## src/rtl/video_memory_arbiter.sv

```systemverilog
// Single-port video RAM sequencer: the VGA fetch has hard priority, then the clear engine,
// then buffered pixel writes. There is one RAM access per cycle, and all RAM-side outputs are registered.
module video_memory_arbiter #(
  parameter int unsigned FIFO_DEPTH = 4
) (
  input  logic        Clock,
  input  logic        Reset,
  input  logic        iVGAReadRequest,
  input  logic [15:0] iVGAReadAddress,
  output logic [2:0]  oVGAColor,
  output logic        oVGAColorValid,
  input  logic        iWriteRequest,
  input  logic [15:0] iWriteAddress,
  input  logic [2:0]  iWriteData,
  output logic        oWriteFull,
  output logic        oWriteOverflow,
  input  logic        iClearStart,
  input  logic [2:0]  iClearColor,
  output logic        oClearBusy,
  output logic        oClearDone,
  output logic [15:0] oRAMAddress,
  output logic        oRAMWriteEnable,
  output logic [2:0]  oRAMWriteData,
  input  logic [2:0]  iRAMReadData
);

  localparam int unsigned PTR_W = (FIFO_DEPTH > 1) ? $clog2(FIFO_DEPTH) : 1;
  localparam int unsigned CNT_W = PTR_W + 1;

  typedef enum logic {IDLE, CLEAR} state_t;

  state_t           state;
  logic [15:0]      clr_cnt;
  logic [2:0]       clr_color;

  logic [15:0]      fifo_addr [FIFO_DEPTH];
  logic [2:0]       fifo_data [FIFO_DEPTH];
  logic [PTR_W-1:0] wr_ptr;
  logic [PTR_W-1:0] rd_ptr;
  logic [CNT_W-1:0] count;
  logic [CNT_W-1:0] count_next;

  logic             push;
  logic             pop;
  logic             clr_write;
  logic             clr_last;
  logic             vga_d1;
  logic             vga_d2;

  // Grant decode: VGA > clear > FIFO.
  assign push       = iWriteRequest && !oWriteFull;
  assign clr_write  = (state == CLEAR) && !iVGAReadRequest;
  assign clr_last   = clr_write && (clr_cnt == 16'hFFFF);
  assign pop        = !iVGAReadRequest && (state == IDLE) && (count != '0);
  assign count_next = count + CNT_W'(push) - CNT_W'(pop);

  // Clear engine FSM.
  always_ff @(posedge Clock or negedge Reset) begin
    if (!Reset) begin
      state      <= IDLE;
      clr_cnt    <= '0;
      clr_color  <= '0;
      oClearBusy <= 1'b0;
      oClearDone <= 1'b0;
    end else begin
      oClearDone <= clr_last;
      case (state)
        IDLE: begin
          if (iClearStart) begin
            state      <= CLEAR;
            clr_cnt    <= '0;
            clr_color  <= iClearColor;
            oClearBusy <= 1'b1;
          end
        end
        CLEAR: begin
          if (clr_write) begin
            clr_cnt <= clr_cnt + 16'd1;
            if (clr_last) begin
              state      <= IDLE;
              oClearBusy <= 1'b0;
            end
          end
        end
        default: begin
          state      <= IDLE;
          oClearBusy <= 1'b0;
        end
      endcase
    end
  end

  // Write-buffer storage; contents are don't-care while empty.
  always_ff @(posedge Clock) begin
    if (push) begin
      fifo_addr[wr_ptr] <= iWriteAddress;
      fifo_data[wr_ptr] <= iWriteData;
    end
  end

  always_ff @(posedge Clock or negedge Reset) begin
    if (!Reset) begin
      wr_ptr         <= '0;
      rd_ptr         <= '0;
      count          <= '0;
      oWriteFull     <= 1'b0;
      oWriteOverflow <= 1'b0;
    end else begin
      if (push) wr_ptr <= wr_ptr + PTR_W'(1);
      if (pop)  rd_ptr <= rd_ptr + PTR_W'(1);
      count      <= count_next;
      oWriteFull <= (count_next == CNT_W'(FIFO_DEPTH));
      if (iWriteRequest && oWriteFull) oWriteOverflow <= 1'b1;
    end
  end

  // RAM port; the address holds its last value when the RAM is idle.
  always_ff @(posedge Clock or negedge Reset) begin
    if (!Reset) begin
      oRAMAddress     <= '0;
      oRAMWriteEnable <= 1'b0;
      oRAMWriteData   <= '0;
    end else if (iVGAReadRequest) begin
      oRAMAddress     <= iVGAReadAddress;
      oRAMWriteEnable <= 1'b0;
    end else if (clr_write) begin
      oRAMAddress     <= clr_cnt;
      oRAMWriteEnable <= 1'b1;
      oRAMWriteData   <= clr_color;
    end else if (pop) begin
      oRAMAddress     <= fifo_addr[rd_ptr];
      oRAMWriteEnable <= 1'b1;
      oRAMWriteData   <= fifo_data[rd_ptr];
    end else begin
      oRAMWriteEnable <= 1'b0;
    end
  end

  // Two-stage fetch tracker: address out, RAM read, then capture.
  always_ff @(posedge Clock or negedge Reset) begin
    if (!Reset) begin
      vga_d1         <= 1'b0;
      vga_d2         <= 1'b0;
      oVGAColor      <= '0;
      oVGAColorValid <= 1'b0;
    end else begin
      vga_d1         <= iVGAReadRequest;
      vga_d2         <= vga_d1;
      oVGAColorValid <= vga_d2;
      if (vga_d2) oVGAColor <= iRAMReadData;
    end
  end

endmodule

```

## config.mk

```make
export PLATFORM = sky130hd
export DESIGN_NAME = video_memory_arbiter
export DESIGN_NICKNAME = d
export VERILOG_FILES = /design/src/rtl/video_memory_arbiter.sv
export SDC_FILE = /design/constraint.sdc
export NUM_CORES = 1
export LEC_CHECK = 0
export BUFFER_PORTS_ARGS = -buffer_cell sky130_fd_sc_hd__buf_2
export CAP_MARGIN = 40
export CORE_MARGIN = 2
export CORE_UTILIZATION = 37
export DETAILED_ROUTE_END_ITERATION = 12
export PLACE_DENSITY = 0.63
export SYNTH_ARGS = -nofsm -noshare
export SYNTH_HDL_FRONTEND = slang
export SYNTH_SLANG_ARGS = --single-unit
```

## constraint.sdc

```tcl
create_clock -name Clock -period 4.37 [get_ports Clock]
set_clock_uncertainty 0.05 [all_clocks]
set_input_delay 0.437 -clock Clock [delete_from_list [all_inputs] [get_ports Clock]]
set_output_delay 0.437 -clock Clock [all_outputs]
set_load 0.01 [all_outputs]
```

Word-level counts from Yosys, hierarchy flattened
Memory sizes are Yosys's and may differ from the RTL's.
Cells that the tools add are included.
{"block": "totals", "elab_cells": 67, "ram_bits": 76, "memories": 2, "output_inout_bits": 28, "inputBits": 46, "ff_bits": 57}
{"name": "fifo_addr", "depth": 4, "word_bits": 16, "read_ports": 1, "rd_clocked_by_memory_dff": 0, "wr": 1, "line": "36", "text": "logic [15:0] fifo_addr [FIFO_DEPTH];"}
{"name": "fifo_data", "depth": 4, "word_bits": 3, "read_ports": 1, "rd_clocked_by_memory_dff": 0, "wr": 1, "line": "37", "text": "logic [2:0] fifo_data [FIFO_DEPTH];"}
{"block": "op_classes", "n_reduce_logical": 15, "n_eq_ne": 5, "bitwise_logic": 2, "mux": 21, "addsub": 5}
{"op": "16-bit two-way mux", "n": 5}
{"op": "16-bit one-hot mux with 2 select lines", "n": 1}
{"op": "16-bit by 1-bit adder with 16-bit output (second input constant)", "n": 1}
{"op": "16-bit == test (second input constant)", "n": 1}
{"op": "1-bit two-way mux", "n": 11}
{"op": "1-bit logical AND", "n": 6}
{"op": "3-bit two-way mux", "n": 2}
{"op": "2-bit AND reduction", "n": 3}
{"op": "3-bit nonzero test", "n": 2}
{"op": "2-bit by 1-bit adder with 2-bit output (second input constant)", "n": 2}
{"op": "2-bit by 1-bit != test with 1-bit output (second input constant)", "n": 2}
{"op": "1-bit one-hot mux with 2 select lines", "n": 2}
{"op": "3-bit by 1-bit adder with 3-bit output", "n": 1}
{"op": "3-bit == test (second input constant)", "n": 1}
{"op": "3-bit AND reduction", "n": 1}
{"op": "3-bit by 1-bit subtractor with 3-bit output", "n": 1}
{"op": "1-bit logical NOT", "n": 2}
{"op": "2-bit != test (second input constant)", "n": 1}
{"op": "1-bit inverter", "n": 2}
{"op": "2-bit nonzero test", "n": 1}

Logic depth before layout (Yosys ltp)
Gate-level depths: netlist of the first run.
{"block": "logic_depth", "depth_word": 6, "mapped_depth": 11, "mapped_depth_nobuf": 10}

Worst setup path before layout of the first run
No wires, ideal clock.
{"block": "synth_timing", "path_kind": "in2reg", "from": "input port iVGAReadRequest", "to": "register oWriteFull", "setup_time_ns": 0.088, "cell_stages": 10, "n_path_buf": 1, "path_slack_ns": 1.987, "t_required_ns": 4.232, "arrival_ns": 2.245, "cell_sequence": "buf_6 nor3_2 ha_1 inv_1 ha_1 inv_1 fa_1 xnor2_1 xnor2_1 nor3b_1"}
{"block": "synth_via", "elab_chain_len": 5}
{"item": "start, declared", "line": "8", "text": "input logic iVGAReadRequest,"}
{"item": "1-bit logical NOT", "line": "54", "text": "assign pop = !iVGAReadRequest && (state == IDLE) && (count != '0);"}
{"item": "1-bit logical AND (2 in a row)", "line": "54"}
{"item": "named net pop", "line": "44", "text": "logic pop;"}
{"item": "3-bit by 1-bit subtractor with 3-bit output", "line": "55", "text": "assign count_next = count + CNT_W'(push) - CNT_W'(pop);"}
{"item": "named net count_next[2]", "line": "41", "text": "logic [CNT_W-1:0] count_next;"}
{"item": "3-bit == test", "line": "112", "text": "oWriteFull <= (count_next == CNT_W'(FIFO_DEPTH));"}
{"item": "end signal, assigned", "line": "112"}
{"item": "end, declared", "line": "15", "text": "output logic oWriteFull,"}
The timed path passes the listed nets, and every way through them passes these cells.
A chain may end at the register's enable or synchronous reset.

Final worst setup path of the first run
{"block": "layout_timing", "from": "register state", "to": "register oWriteFull"}
{"block": "layout_via", "elab_chain_len": 5}
{"item": "start, declared", "line": "32", "text": "state_t state;"}
{"item": "start signal, assigned", "line": "60", "text": "state <= IDLE;"}
{"item": "start signal, assigned", "line": "70", "text": "state <= CLEAR;"}
{"item": "start signal, assigned", "line": "80", "text": "state <= IDLE;"}
{"item": "1-bit inverter (no source line)"}
{"item": "1-bit logical AND (2 in a row)", "line": "54"}
{"item": "named net pop", "line": "44"}
{"item": "3-bit by 1-bit subtractor with 3-bit output", "line": "55"}
{"item": "named net count_next[2]", "line": "41"}
{"item": "3-bit == test", "line": "112"}
The timed path passes the listed nets, and every way through them passes these cells.

==> impl_metrics.env, run 1 <==
export IMPL_root_buffer="clkbuf_16"
export IMPL_initial_utilization_pct=37.8
export IMPL_crit_buf_inv=2
export IMPL_synth_common_cells="edfxtp_1, dfrtp_1, nand2_1, nor2_1, a21oi_1"
export IMPL_met3_length_um=596
export IMPL_seq_area_frac_synth_pct=67.5
export IMPL_place_hpwl_um=8120
export IMPL_fill_cells=1321
export IMPL_ys_ff_latch=133
export IMPL_finalSetupViolCount=0
export IMPL_syn_area_um2=5490
export IMPL_period_share_pct=63.0
export IMPL_peakVddDrop_v=0.000287
export IMPL_end_kind="flop"
export IMPL_cts_reportedPaths_clkPinSlew_ns=0.06
export IMPL_p_leak_nw=2.74
export IMPL_p_comb_share_pct=13.2
export IMPL_worstPathArrival_ns=3.04
export IMPL_cts_setup_buffers=0
export IMPL_antenna_found_initial=0
export IMPL_path_delay_family="adder cells"
export IMPL_num_io_pins=74
export IMPL_start_kind="flop"
export IMPL_drv_slew=0
export IMPL_holdBufCountCts=0
export IMPL_routed_top_layer="met4"
export IMPL_m1WireLength_um=4830
export IMPL_fp_dieW_um=126
export IMPL_maxSlewHeadroom_pct=49.5
export IMPL_finalNonFillerCells=670
export IMPL_fp_dieArea_um2=15800
export IMPL_detail_route_antenna_nets=0
export IMPL_intPower_mw=2.71
export IMPL_synth_edf_count=76
export IMPL_core_area_um2=14500
export IMPL_antenna_cells=0
export IMPL_grt_usage_pct=15.3
export IMPL_ys_types=35
export IMPL_power_density_nw_per_um2=535
export IMPL_finalWorstPathRequiredPeriod_ns=2.75
export IMPL_htreeDepth=4
export IMPL_clk_latency_ns=0.42
export IMPL_die_h_um=126
export IMPL_grt_max_degree=58
export IMPL_overflow=0
export IMPL_synth_fp_nets=444
export IMPL_fmax_mhz=363
export IMPL_io_buffers=73
export IMPL_yosysTopAreaCell="edfxtp_1"
export IMPL_crit_slowest_cell="dfrtp_1"
export IMPL_path_cells="nor3_2, ha_1, inv_1, ha_1, inv_1, fa_1, xnor2_1, xnor2_1, nor3b_1"
export IMPL_numClockSinks=133
export IMPL_seq_power_share_pct=45.2
export IMPL_syn_inst=390
export IMPL_cts_buffers=17
export IMPL_hold_path_class="input pin to asynchronous set/reset pin"
export IMPL_cts_resized=0
export IMPL_avgSynthCellArea_um2=14.1
export IMPL_tightest_slew_ns=0.755
export IMPL_setup_tns_ns=0
export IMPL_hold_violations=0
export IMPL_viasPerCell=5.04
export IMPL_areaGrowthSynthToFinish_pct=22.9
export IMPL_path_max_fanout=18
export IMPL_drcViolationCount=0
export IMPL_clockPowerShare_pct=41.7
export IMPL_avgRoutedWirePerCell_um=17.0
export IMPL_synthArstFlopShare_pct=42.9
export IMPL_yosys_warnings=0
export IMPL_layout_drive_gt1_share_pct=29.2
export IMPL_wl_met2_um=5680
export IMPL_cts_tree="done"
export IMPL_cap_violations=0
export IMPL_dpl_cell_count=638
export IMPL_gp_congestion=0.839
export IMPL_synth_ff_type="edfxtp_1"
export IMPL_switching_share_pct=25.0
export IMPL_dr_total_vias=3378
export IMPL_grt_pass1_wl_um=18400
export IMPL_fin_nets=527
export IMPL_synth_area_leaders="edfxtp_1, dfrtp_1, mux4_2, nand2_1, a21oi_1"
export IMPL_grt_pass1_vias=3527
export IMPL_dr_pass1_iters=5
export IMPL_synth_most_common_cell="edfxtp_1"
export IMPL_drt_total_wl_um=11400
export IMPL_yosysTopAreaCellShare_pct=41.6
export IMPL_ctsLongestPathBuffers=2
export IMPL_crit_type="flop to flop"
export IMPL_p_switching_mw=0.904
export IMPL_outcome="finished, final reports clean"
export IMPL_crit_required_ns=4.65
export IMPL_rsz0062_at_grt="no"
export IMPL_cpPeakStageDelay_ns=0.60
export IMPL_core_rowCount=44
export IMPL_drtIter0Drc=202
[final timing paths]
check                                       from                          to  slack, ns  depth (start not counted)
worst min register to register  vga_d1$_DFF_PN0_            vga_d2$_DFF_PN0_       0.30                          0
worst min-delay path                       Reset       wr_ptr[0]$_DFFE_PN0P_       0.09                          2
worst max-delay path             state$_DFF_PN0_        oWriteFull$_DFF_PN0_       1.62                          9
worst max register to register   state$_DFF_PN0_        oWriteFull$_DFF_PN0_       1.62                          9
max in group asynchronous                  Reset  oRAMAddress[1]$_DFFE_PN0P_       3.69                          2
min in group Clock                iClearColor[0]    clr_color[0]$_DFFE_PN0P_       0.16                          3
[registers in the layout, indices dropped and copies added (netlist names)]
name	flops
state	1
oRAMWriteEnable	1
fifo_addr	64
oClearBusy	1
oVGAColorValid	1
oRAMAddress	16
vga_d1	1
oRAMWriteData	3
fifo_data	12
oClearDone	1
oVGAColor	3
wr_ptr	2
rd_ptr	2
count	3
clr_cnt	16
oWriteOverflow	1
vga_d2	1
clr_color	3
oWriteFull	1
[per-stage QoR]
| step | setup WS [ns] | total power [mW] | utilization (%) | area, um2 | hold WS (ns) |
|---|---|---|---|---|---|
| detailed placement | 1.47 | 2.14 | 42.1 | 6120 | 0.285 |
| global placement | 1.60 | 2.06 | 41.4 | 6010 | 0.284 |
| finish | 1.62 | 3.61 | 46.4 | 6750 | 0.0939 |
| CTS | 1.60 | 3.65 | 46.4 | 6750 | 0.122 |
| global route | 1.45 | 3.76 | 46.4 | 6750 | 0.157 |
| floorplan | 1.99 | 1.91 | - | 5490 | 0.0914 |
[metal layers]
| layer | up-vias | GRT usage [%] |
|---|---|---|
| met2 | 89 | 24.3 |
| met5 | - | 0 |
| met4 | 0 | 7.30 |
| met3 | 23 | 4.80 |
| met1 | 1671 | 19.1 |
| li1 | 1595 | - |
[power groups by stage]
stage	logic (mW)	clock network, mW	registers [mW]
final	0.476	1.50	1.63
after global routing	0.527	1.59	1.65
after CTS	0.486	1.53	1.63
after detailed placement	0.485	0	1.66
after global placement	0.414	0	1.65
after floorplan	0.269	0	1.64
[layout make-up]
type	count	area [um2]	share of cell area (%)
multi-input combinational	230	1650	24.5
tap	184	230	3.41
timing repair buffer	82	495	7.34
clock buffer	17	425	6.30
clock inverter	15	203	3.00
inverter	9	33.8	0.501
sequential	133	3710	55.0
[logic make-up (layout without fill, tap and decap cells)]
group / Yosys count / count (layout) / synth area share [%]
adders and majority gates: 8 / 8 / 1.96
buffers and inverters: 27 / 123 / 2.37
DFF: 133 / 133 / 67.5
muxes: 31 / 31 / 10.0
xor gates and xnor gates: 5 / 5 / 0.797
AOI/OAI and AO/OA: 72 / 72 / 7.27
and+or+nand+nor: 114 / 114 / 10.0
[placed cells by master (no fill, tap or decap), drive strengths merged, types with 4 or more instances in the layout]
master  Yosys  routed
a21oi      31      31
a22o        4       4
a31oi       7       7
and2        4       4
buf         7      82
bufinv      0       4
clkbuf     11      17
clkinv      0       6
dfrtp      57      57
edfxtp     76      76
ha          7       7
inv         9      12
mux2i       9       9
mux4       19      19
nand2      50      50
nand3       5       5
nand4       4       4
nor2       34      34
nor3        6       6
o21ai      25      25
xnor2       4       4
(Power assumes the default switching activity.)
==> inputs of run 2 (changes only) <==
Settings changed: PLACE_DENSITY 0.63 to 0.65.
Clock period 4.37 ns to 2.45 ns, I/O delays scaled along.
==> impl_metrics.env, run 2 (same netlist as run 1, synthesis figures left out) <==
export IMPL_tightest_slew_ns=0.690
export IMPL_mostFrequentLayoutCells="edfxtp_1, buf_2, dfrtp_1"
export IMPL_r2r_slack_ns=0.14
export IMPL_cap_violations=0
export IMPL_start_kind="flop"
export IMPL_power_mw=6.31
export IMPL_grt_max_degree=38
export IMPL_top_register="fifo_addr"
export IMPL_grt_pass1_wl_um=18200
export IMPL_numClockSinks=133
export IMPL_setup_tns_ns=0
export IMPL_placed_cell_area_um2=6120
export IMPL_layout_drive_gt1_share_pct=28.4
export IMPL_period_share_pct=94.4
export IMPL_grt_pass1_vias=3601
export IMPL_maxSlewHeadroom_pct=54.0
export IMPL_num_io_pins=74
export IMPL_fp_dieW_um=126
export IMPL_worstRegToRegCells=10
export IMPL_timing_rr_start="count[0]$_DFF_PN0_"
export IMPL_r2r_end="oWriteFull$_DFF_PN0_"
export IMPL_cts_tree="done"
export IMPL_ctsLongestPathBuffers=2
export IMPL_drcViolationCount=0
export IMPL_antenna_cells=0
export IMPL_hold_violations=0
export IMPL_drv_slew=0
export IMPL_hold_path_class="input pin to flop"
export IMPL_fmax_mhz=432
export IMPL_fp_dieArea_um2=15800
export IMPL_dp_slack_ns=0.0972
export IMPL_viasPerCell=4.99
export IMPL_crit_type="flop to flop"
export IMPL_worstPathArrival_ns=2.59
export IMPL_finalSetupViolCount=0
export IMPL_dr_pass1_iters=4
export IMPL_p_leak_nw=2.85
export IMPL_fin_util_pct=48.1
export IMPL_stdcell_area_um2=6990
export IMPL_avgRoutedWirePerCell_um=16.4
export IMPL_crit_required_ns=2.73
export IMPL_dr_total_vias=3498
export IMPL_largest_reg_flops=64
export IMPL_hp_start="iWriteAddress[15]"
export IMPL_peakVddDrop_v=0.000525
export IMPL_core_rowCount=44
export IMPL_place_hpwl_um=7840
export IMPL_finalWorstPathRequiredPeriod_ns=2.31
export IMPL_grt_usage_pct=15.3
export IMPL_outcome="finished, final reports clean"
export IMPL_finalNonFillerCells=701
export IMPL_path_max_fanout=2
export IMPL_overflow=0
export IMPL_io_buffers=73
export IMPL_drt_total_wl_um=11500
export IMPL_fin_nets=558
export IMPL_hold_depth=1
export IMPL_cts_setup_buffers=0
export IMPL_clk_latency_ns=0.42
export IMPL_rsz0062_at_grt="no"
export IMPL_detail_route_antenna_nets=0
export IMPL_whs_ns=0.00652
export IMPL_power_density_nw_per_um2=904
export IMPL_gp_congestion=0.827
export IMPL_drtIter0Drc=229
export IMPL_setup_ws_ns=0.136
export IMPL_layout_commonest_cell="edfxtp_1"
export IMPL_areaGrowthSynthToFinish_pct=27.2
export IMPL_root_buffer="clkbuf_16"
export IMPL_core_area_um2=14500
export IMPL_antenna_found_initial=0
export IMPL_end_kind="flop"
export IMPL_htreeDepth=4
export IMPL_top_regs="fifo_addr: 64 flops, clr_cnt: 16 flops, oRAMAddress: 16 flops"
export IMPL_cts_buffers=17
export IMPL_cts_reportedPaths_clkPinSlew_ns=0.06
export IMPL_min_to="fifo_addr[2][15]$_DFFE_PP_"
export IMPL_die_h_um=126
export IMPL_dpl_cell_count=643
export IMPL_initial_utilization_pct=37.8
==> run 2: cell count changes in the layout (fill, tap and decap cells not counted) <==
cell,previous run,this run
buf_12,0,2
buf_16,2,0
buf_4,4,12
buf_8,3,0
bufinv_16,4,3
clkinvlp_4,2,3
dlygate4sd3_1,0,26
==> run 2: area by class of cell <==
class | instances | area (um2)
repair buffers | 113 | 756
well taps | 184 | 230
clock buffers | 17 | 425
flip-flops and latches | 133 | 3710
multi-input cells | 230 | 1650
inverters | 9 | 33.8
clock inverters | 15 | 180
fillers | 1274 | 7550
==> run 2: worst max-delay path by stage <==
stage	from	to	slack (ns)	cells after the start
finish	count[0]$_DFF_PN0_	oWriteFull$_DFF_PN0_	0.14	10
global route	count[0]$_DFF_PN0_	oWriteFull$_DFF_PN0_	0.02	10
CTS	count[1]$_DFF_PN0_	oWriteFull$_DFF_PN0_	0.07	10
detailed placement	count[1]$_DFF_PN0_	oWriteFull$_DFF_PN0_	0.1	10
global placement	count[1]$_DFF_PN0_	oWriteFull$_DFF_PN0_	0.23	10
floorplan	state$_DFF_PN0_	oWriteFull$_DFF_PN0_	0.1	10
==> run 2: repair_timing <==
item / in CTS / in global routing
setup endpoints to repair: 0 / 1
resized for setup: 0 / 0
hold endpoints to repair: 108 / 0
hold buffers: 26 / 0
==> run 2: layer usage <==
metal,GRT usage (%),part of all wire [%]
met2,25.5,51
met4,6.27,2.0
met3,5.10,4.4
met1,18.3,43
met5,0,0
==> run 2: report_power, final <==
| part | total [mW] | internal [mW] | leakage, nW | switching, mW |
|---|---|---|---|---|
| sequential | 2.90 | 2.75 | 1.41 | 0.157 |
| clock | 2.59 | 1.61 | 0.290 | 0.980 |
| combinational | 0.824 | 0.354 | 1.15 | 0.470 |
| total | 6.31 | 4.71 | 2.85 | 1.61 |
==> run 2: worst max-delay path: stages, from the launching register on <==
cell	delay [ns]
dfrtp_1	0.39
nor3_2	0.24
nor3_2	0.08
ha_1	0.27
inv_1	0.06
ha_1	0.13
inv_1	0.04
fa_1	0.38
xnor2_1	0.20
xnor2_1	0.17
nor3b_1	0.22
==> inputs of run 3 (changes only) <==
==> constraint.sdc (replaced) <==
create_clock -name Clock -period 2.45 [get_ports Clock]
set_clock_uncertainty 0.05 [all_clocks]
set_input_delay 0.3675 -clock Clock [delete_from_list [all_inputs] [get_ports Clock]]
set_output_delay 0.3675 -clock Clock [all_outputs]
set_load 0.01 [all_outputs]
==> impl_metrics.env, run 3 (same netlist as run 1, synthesis figures left out) <==
export IMPL_outcome="finished, final reports clean"
export IMPL_finalWorstPathRequiredPeriod_ns=2.32
export IMPL_antenna_found_initial=1
export IMPL_cts_reportedPaths_clkPinSlew_ns=0.06
export IMPL_ctsLongestPathBuffers=2
export IMPL_layout_commonest_cell="edfxtp_1"
export IMPL_core_area_um2=14500
export IMPL_fmax_mhz=432
export IMPL_grt_pass1_vias=3509
export IMPL_root_buffer="clkbuf_16"
export IMPL_peakVddDrop_v=0.000550
export IMPL_cap_violations=0
export IMPL_avgRoutedWirePerCell_um=17.3
export IMPL_fin_nets=534
export IMPL_cts_tree="done"
export IMPL_start_kind="flop"
export IMPL_placed_cell_area_um2=6120
export IMPL_path_max_fanout=3
export IMPL_htreeDepth=4
export IMPL_top_regs="fifo_addr: 64 flops, clr_cnt: 16 flops, oRAMAddress: 16 flops"
export IMPL_dp_slack_ns=0.115
export IMPL_crit_slowest_cell="dfrtp_1"
export IMPL_timing_rr_start="count[1]$_DFF_PN0_"
export IMPL_grt_max_degree=38
export IMPL_finalSetupViolCount=0
export IMPL_period_share_pct=94.6
export IMPL_power_density_nw_per_um2=969
export IMPL_finalNonFillerCells=678
export IMPL_path_cells="nor3_2, nor3_2, ha_1, inv_1, ha_1, inv_1, fa_1, xnor2_2, xnor2_1, nor3b_2"
export IMPL_initial_utilization_pct=37.8
export IMPL_viasPerCell=5.12
export IMPL_clk_latency_ns=0.41
export IMPL_drt_total_wl_um=11700
export IMPL_stdcell_area_um2=6820
export IMPL_cts_setup_buffers=0
export IMPL_hold_path_class="input pin to flop"
export IMPL_cpPeakStageDelay_ns=0.42
export IMPL_detail_route_antenna_nets=0
export IMPL_fill_cells=1300
export IMPL_place_hpwl_um=8020
export IMPL_end_kind="flop"
export IMPL_grt_pass1_wl_um=18700
export IMPL_setup_tns_ns=0
export IMPL_numClockSinks=133
export IMPL_core_rowCount=44
export IMPL_crit_type="flop to flop"
export IMPL_crit_buf_inv=2
export IMPL_dpl_cell_count=644
export IMPL_rsz0062_at_grt="no"
export IMPL_layout_drive_gt1_share_pct=30.4
export IMPL_num_io_pins=74
export IMPL_r2r_slack_ns=0.13
export IMPL_gp_congestion=0.843
export IMPL_crit_path_start="count[1]$_DFF_PN0_"
export IMPL_drv_slew=0
export IMPL_dr_pass1_iters=5
export IMPL_hold_violations=0
export IMPL_tightest_slew_ns=0.584
export IMPL_worstPathArrival_ns=2.59
export IMPL_largest_reg_flops=64
export IMPL_maxSlewHeadroom_pct=61.0
export IMPL_die_h_um=126
export IMPL_io_buffers=73
export IMPL_p_leak_nw=2.78
export IMPL_top_register="fifo_addr"
export IMPL_fp_dieW_um=126
export IMPL_dr_total_vias=3471
export IMPL_drcViolationCount=0
export IMPL_fp_dieArea_um2=15800
export IMPL_mostFrequentLayoutCells="edfxtp_1, buf_2, dfrtp_1"
export IMPL_drtIter0Drc=238
export IMPL_hp_start="iClearColor[0]"
export IMPL_areaGrowthSynthToFinish_pct=24.2
export IMPL_cts_buffers=17
export IMPL_grt_usage_pct=15.5
export IMPL_setup_ws_ns=0.133
export IMPL_overflow=0
export IMPL_path_delay_family="adder cells"
export IMPL_crit_required_ns=2.72
[run 3: cell count changes in the layout (fill, tap and decap cells not counted), sizes merged]
cell / delta
buf: +1
bufinv: +3
clkinv: -2
clkinvlp: +1
diode: +1
dlygate4sd3: -25
inv: -2
[run 3: path summary, 6_finish.rpt]
check / cells after the start / endpoint
min in group asynchronous: 2 / oVGAColor[0]$_DFFE_PN0P_
hold / removal: 3 / clr_color[0]$_DFFE_PN0P_
setup reg to reg: 10 / oWriteFull$_DFF_PN0_
max in group asynchronous: 3 / oRAMAddress[1]$_DFFE_PN0P_
hold reg to reg: 0 / vga_d2$_DFF_PN0_
setup / recovery: 10 / oWriteFull$_DFF_PN0_
[run 3: layout make-up]
type | instances | area, um2 | share of cell area, %
clock buffer | 17 | 425 | 6.24
antenna | 1 | 2.50 | 0.0367
sequential | 133 | 3710 | 54.4
multi-input combinational | 230 | 1670 | 24.4
timing repair buffer | 89 | 500 | 7.34
inverter | 9 | 33.8 | 0.495
clock inverter | 15 | 254 | 3.72
tap | 184 | 230 | 3.38
[run 3: routing by layer]
metal  share of wire, %  track usage, %
met2                 50            25.3
met5                  0               0
met3                5.4            4.59
met1                 43            19.6
met4                2.1            5.88
[run 3: what timing repair did]
action	4_1_cts	5_1_grt
hold buffers	1	0
endpoints found under the setup margin	0	1
hold endpoints to repair	22	0
resized for setup	0	2
[run 3: metrics by stage]
step           power, mW  utilization, %  hold WS, ns
2_1_floorplan       3.41               -       0.0219
3_3_place_gp        3.71            42.1        0.284
3_5_place_dp        3.76            42.1        0.293
4_1_cts             6.64            46.8        0.101
5_1_grt             6.88            46.9        0.116
6_report            6.61            46.9        0.115
[run 3: power breakdown]
group          switching [mW]  internal [mW]
registers               0.162           2.75
clock network           0.951           1.92
logic                   0.485          0.347
[run 3: worst min-delay path: cells and delay by family]
family / cells / cell delay (ns)
AND/OR/NAND/NOR: 2 / 0.09
buffers and inverters: 1 / 0.08
